<file path="config.mk">
export PLATFORM = sky130hd
export DESIGN_NAME = shift_seq_ctrl
export DESIGN_NICKNAME = d
export VERILOG_FILES = /design/src/rtl/shift_seq_ctrl.sv
export SDC_FILE = /design/constraint.sdc
export NUM_CORES = 1
export LEC_CHECK = 0
export ABC_AREA = 0
export CORE_AREA = 10 10 72 74
export CTS_BUF_LIST = sky130_fd_sc_hd__clkbuf_4
export DETAILED_ROUTE_END_ITERATION = 8
export DIE_AREA = 0 0 82 84
export HOLD_SLACK_MARGIN = 0.05
export PLACE_DENSITY = 0.49
export SYNTH_ARGS = -nofsm -noshare
export SYNTH_HDL_FRONTEND = slang
export SYNTH_SLANG_ARGS = --single-unit
export TNS_END_PERCENT = 20
</file>
<file path="constraint.sdc">
create_clock -name clk -period 4.5 [get_ports clk]
set_input_delay 0.9 -clock clk [delete_from_list [all_inputs] [get_ports clk]]
set_output_delay 0.9 -clock clk [all_outputs]
set_load 0.01 [all_outputs]
</file>
<file path="src/rtl/shift_seq_ctrl.sv">
// Sequencing controller for the bidirectional serial shift register: takes one
// command, drives a counted run of shifts from a pattern, then returns the captured contents.
module shift_seq_ctrl #(
  parameter int WIDTH = 4,
  parameter int CNT_W = $clog2(WIDTH + 1)
) (
  input  logic             clk,
  input  logic             reset,
  input  logic             cmd_valid,
  output logic             cmd_ready,
  input  logic             cmd_dir,
  input  logic [CNT_W-1:0] cmd_count,
  input  logic [WIDTH-1:0] cmd_pattern,
  input  logic             cmd_abort,
  output logic             sr_shift,
  output logic             sr_dir,
  output logic             sr_din,
  input  logic [WIDTH-1:0] sr_q,
  output logic             rsp_valid,
  input  logic             rsp_ready,
  output logic [WIDTH-1:0] rsp_data,
  output logic             rsp_aborted,
  output logic             busy,
  output logic [1:0]       state_dbg
);

  // Handshakes: a command transfers on the edge where cmd_valid && cmd_ready,
  // a response on the edge where rsp_valid && rsp_ready; valid never waits on ready.
  typedef enum logic [1:0] {
    IDLE    = 2'd0,
    SHIFT   = 2'd1,
    CAPTURE = 2'd2,
    RESP    = 2'd3
  } state_t;

  state_t           state;
  logic             dir_q;
  logic [WIDTH-1:0] pat_q;
  logic [CNT_W-1:0] cnt_q;
  logic [CNT_W-1:0] idx;
  logic             aborted_q;
  logic             hold_dir;
  logic             hold_din;
  logic [CNT_W-1:0] cnt_sat;
  logic             din_sel;
  logic             in_shift;

  assign cnt_sat  = (cmd_count > CNT_W'(WIDTH)) ? CNT_W'(WIDTH) : cmd_count;
  assign din_sel  = |(pat_q & (WIDTH'(1) << idx));
  assign in_shift = (state == SHIFT);

  // dir/din keep the last value driven in SHIFT so the register pins never glitch.
  assign sr_shift  = in_shift && !cmd_abort;
  assign sr_dir    = in_shift ? dir_q : hold_dir;
  assign sr_din    = in_shift ? din_sel : hold_din;
  assign cmd_ready = (state == IDLE);
  assign busy      = (state != IDLE);
  assign rsp_valid = (state == RESP);
  assign state_dbg = state;

  always_ff @(posedge clk) begin
    if (reset) begin
      state       <= IDLE;
      dir_q       <= 1'b0;
      pat_q       <= '0;
      cnt_q       <= '0;
      idx         <= '0;
      aborted_q   <= 1'b0;
      hold_dir    <= 1'b0;
      hold_din    <= 1'b0;
      rsp_data    <= '0;
      rsp_aborted <= 1'b0;
    end else begin
      case (state)
        IDLE: begin
          if (cmd_valid) begin
            dir_q     <= cmd_dir;
            pat_q     <= cmd_pattern;
            cnt_q     <= cnt_sat;
            idx       <= '0;
            aborted_q <= 1'b0;
            state     <= (cnt_sat != '0) ? SHIFT : CAPTURE;
          end
        end
        SHIFT: begin
          hold_dir <= dir_q;
          hold_din <= din_sel;
          // An abort suppresses this cycle's shift, including the final one.
          if (cmd_abort) begin
            aborted_q <= 1'b1;
            state     <= CAPTURE;
          end else begin
            idx <= idx + CNT_W'(1);
            if (idx == cnt_q - CNT_W'(1)) state <= CAPTURE;
          end
        end
        CAPTURE: begin
          rsp_data    <= sr_q;
          rsp_aborted <= aborted_q;
          state       <= RESP;
        end
        RESP: begin
          if (rsp_ready) state <= IDLE;
        end
        default: state <= IDLE;
      endcase
    end
  end

endmodule
</file>
* After elaboration in Yosys (flattened, before gate mapping) *
Cells that the tools add are included.

storage, ports and cells
  flip-flop bits (word level) = 21
  output and inout port bits = 13
  bits of input ports = 17
  logic and storage cells = 50

cells by class
  reduce and logical (&&, ||, !) cells = 11
  multiplexer cells = 15
  $add $sub $neg = 2
  magnitude comparators = 1
  equal/unequal tests = 9
  bitwise logic cells = 1
  shift operators = 1

operator list
  kind                 count
  $mux 2               5
  $mux 3               3
  $reduce_and 3->1     3
  $pmux 2 s4           1
  $ne 2x2->1 const B   3
  $pmux 3 s2           1
  $and 4x4->4          1
  $eq 2x2->1 const B   2
  $mux 1               4
  $reduce_bool 2->1    2
  $reduce_or 4->1      1
  $shl 1x3->4 const A  1
  $add 3x1->3 const B  1
  $eq 3x3->1           1
  $gt 3x3->1 const B   1
  $ne 3x2->1 const B   1
  $reduce_bool 3->1    1
  $sub 3x1->3 const B  1
  $eq 2x1->1 const B   1
  $logic_not 2->1      1
  $ne 2x1->1 const B   1
  $pmux 1 s2           1
  $reduce_and 2->1     1
  $logic_and 1x1->1    1
  $logic_not 1->1      1

* Longest topological paths before layout *
  word-level depth = 6
  gate-level depth with buffers = 8
  depth with buffers taken out = 6

* Worst setup path after synthesis *
OpenSTA, ideal clock, no wires.

  path kind = register to output
  start point = register idx[0]
  end point = output sr_din
  path slack = 2.313 ns
  stages on the path, launching flop included = 7
  arrival time = 1.287 ns
  path buffers = 0
  required time = 3.600 ns
  cells stage by stage = dfxtp_1 inv_1 ha_1 a222oi_1 nor2_1 a21oi_1 a21oi_1

between the ends
  longest elaborated chain between the ends = 4

RTL lines
  element                 line  RTL
  start, declared         40    logic [CNT_W-1:0] idx;
  start signal, assigned  93    idx <= idx + CNT_W'(1);
  $shl 1x3->4             49    assign din_sel = |(pat_q & (WIDTH'(1) << idx));
  $and 4x4->4             49
  $reduce_or 4->1         49
  $mux 1                  -
  end, declared           17    output logic sr_din,

Every way passes these cells.

* Worst setup path after layout *
Same ends and word-level chain as after synthesis.

==> flow_summary.ini <==
[flow_run]
cap_viol_max_count = 0

[grt]
largest_net_degree_at_the_start_of_global_routing = 23
number_of_antenna_violations_at_the_first_check_in_global_routing = 0
grt_pass1_vias = 972
grt_util_all_layers = 0.08125
globalRouteOverflowTotal = 0
grt_first_pass_wirelength_um = 4533

[worst_hold_path]
min-delay-path-class = reg -> reg

[layout]
fill_cells = 427
num-nets-final = 178
storage_cell_area_sq_um = 420.4
post_layout_nonfiller_instances = 199
final_layout_size_suffix_gt1_frac = 0.06040
multiInputGateArea_sq_um = 595.6
antenna_cells_inserted = 0
area_delta_synth_final_pct = 32.45
final_common_cell = sky130_fd_sc_hd__clkdlybuf4s50_1
most_frequent_cells_in_the_layout = sky130_fd_sc_hd__clkdlybuf4s50_1, sky130_fd_sc_hd__dfxtp_1, sky130_fd_sc_hd__a21oi_1

[setup_path]
endpoint_kind = output pin
critical-path-slowest-cell = sky130_fd_sc_hd__clkdlybuf4s50_1
timing.critical_path.buf_inv = 2
worstSetupStartpointType = register
crit_top_cell = sky130_fd_sc_hd__a21oi_1
critical_path_class = reg -> out
crit_arrival_ns = 2.20
worst-path-max-fanout = 5
crit_path_max_incr_delay_ns = 0.50
critPathRequiredTime_ns = 3.60
cp_cell_sequence = inv_1 > ha_1 > a222oi_1 > nor2_1 > a21oi_1 > a21oi_1 > clkdlybuf4s50_1
critical-path-top-delay-family = buffers and inverters

[detailed_routing]
drt_wl_total_um = 2613
detailedRoute.firstIterationViolations = 46
drcViolationCount = 0
via_per_inst = 4.462
first_pass_iters = 4
drt.antenna.violating_nets = 0
routed_vias = 888
detail_route.wl_per_cell_um = 13.13

[sta]
timing.final.setup_violations = 0
fin_crit_sh = 0.6889
hold_violations = 0
fmax_achieved_mhz = 322.6
fin_tns_setup_ns = 0
max_slew.worst_pin.slew_ns = 0.8186
unrepaired_setup_endpoints_after_global_routing = no
worst_slew_margin_rel = 0.4526
clock_skew_ns = 0.008142
report.final.slew_viol_count = 0
min_period_ns = 3.100

[placed_design]
place.port_buffers = 29
numPlacedInstances = 195
gp_congestion = 0.6935
hpwlAfterDp_um = 2031

[pwr]
power.density_nw_per_um2 = 492.3
irDropWorstVdd_mv = 0.1544
static_power_due_to_leakage_nw = 0.5675

[clock_tree]
clock-sinks = 21
cts_inserted_buffers = 3
cts-htree-levels = 1
clock_tree.buffer_depth = 2
post_cts_resized = 0
clk-insertion-delay-late_ns = 0.31
clkTransAtPathRegs_ns = 0.12
cts_tree = done
clk_root_buffer_cell = sky130_fd_sc_hd__clkbuf_4
cts_post_setup_buffers_inserted = 0
cts_hold_repair.buffers = 0

[logic_synthesis]
synth.net_count = 151
asyncSetResetFlopFracSynth = 0
yosys_warnings = 0
synth-edff-count = 0
synth_seq_cells = 21
ys.flop_type = sky130_fd_sc_hd__dfxtp_1
library_cell_with_the_largest_summed_area_after_synthesis = sky130_fd_sc_hd__dfxtp_1
yosys.cell_types.count = 29
netlist_instances = 123
post_synth.cell_area_avg_sq_um = 8.840
synth_top_cells_by_area = sky130_fd_sc_hd__dfxtp_1, sky130_fd_sc_hd__ha_1, sky130_fd_sc_hd__a21oi_1
synth.yosys.seq_area_share = 0.3867
post-synth-top-area-fraction = 0.3867
netlist_area_sq_um = 1087

[floorplanning]
die_x_um = 82
die_area_sq_um = 6888
io_pins = 30
design.core.area_sq_um = 3856
initial_util = 0.2820
die_height_um = 84
rows = 23

[outcome]
outcome = complete, no violations
## metal layers
layer  up-vias  global-route usage  routed length [um]
li1        459                   -                   -
met1       401              0.1025                1285
met2        24              0.1191                1080
met3         4             0.03448                 215
met4         0             0.02786                  31
met5         -                   0                   0
## synthesized netlist by cell type (3+ instances only)
| cell type | n |
|---|---|
| sky130_fd_sc_hd__a21oi_1 | 14 |
| sky130_fd_sc_hd__nand3_1 | 7 |
| sky130_fd_sc_hd__mux2i_1 | 6 |
| sky130_fd_sc_hd__dfxtp_1 | 21 |
| sky130_fd_sc_hd__ha_1 | 11 |
| sky130_fd_sc_hd__clkbuf_1 | 3 |
| sky130_fd_sc_hd__inv_1 | 11 |
| sky130_fd_sc_hd__nor2_1 | 13 |
| sky130_fd_sc_hd__nand2b_1 | 4 |
| sky130_fd_sc_hd__nand2_1 | 8 |
## cell families (layout without fill, tap and decap cells)
kind of cell	after synthesis	after routing	synth area share
AOI/OAI and AO/OA	21	21	0.1208
xor gates and xnor gates	3	3	0.03683
adders and majority gates	11	11	0.1266
buffers and inverters	18	44	0.06558
DFF	21	21	0.3866
muxes	9	9	0.08976
and+or+nand+nor	40	40	0.1738
## flip-flops by register name (all words and copies together) (netlist names), 2 cells and up
name and flops:
cnt_q 3, idx 3, pat_q 4, rsp_data 4
state_dbg 2
## per-stage QoR
step                hold slack (ns)  instance area [sq um]  power, mW  utilization  setup slack (ns)
global route                 0.4960                   1440     0.7774       0.3735             1.150
global placement             0.4441                   1410     0.6165       0.3657             1.440
CTS                          0.4726                   1440     0.7216       0.3735             1.364
detailed placement           0.4548                   1410     0.6205       0.3657             1.455
floorplan                    0.4329                   1087     0.4824            -             2.313
finish                       0.4705                   1440     0.7090       0.3735             1.400
## final timing paths
| check | startpoint | end | slack (ns) | cells past startpoint |
|---|---|---|---|---|
| max | idx[0] | sr_din | 1.40 | 7 |
| min | dir_q | dir_q | 0.47 | 2 |
| max reg2reg | state_dbg[0] | idx[1] | 2.63 | 6 |
| min reg2reg | dir_q | dir_q | 0.47 | 2 |
## area by class of cell
class,count,share of cell area
Inverter,11,0.02867
Tap cell,50,0.04344
Sequential cell,21,0.2919
Clock buffer,4,0.02085
Timing Repair Buffer,29,0.2016
Multi-Input combinational cell,84,0.4136
## worst min-delay path, cell delays in order (launching register included)
cell	delay [ns]
sky130_fd_sc_hd__dfxtp_1	0.33
sky130_fd_sc_hd__nand2_1	0.05
sky130_fd_sc_hd__a21oi_1	0.06
## report_power, final
group	switching [mW]	internal [mW]
Combinational	0.182	0.179
Clock	0.0591	0.0406
Sequential	0.0260	0.222
Total	0.267	0.442
Note: power is estimated with default switching activity, not from simulation.
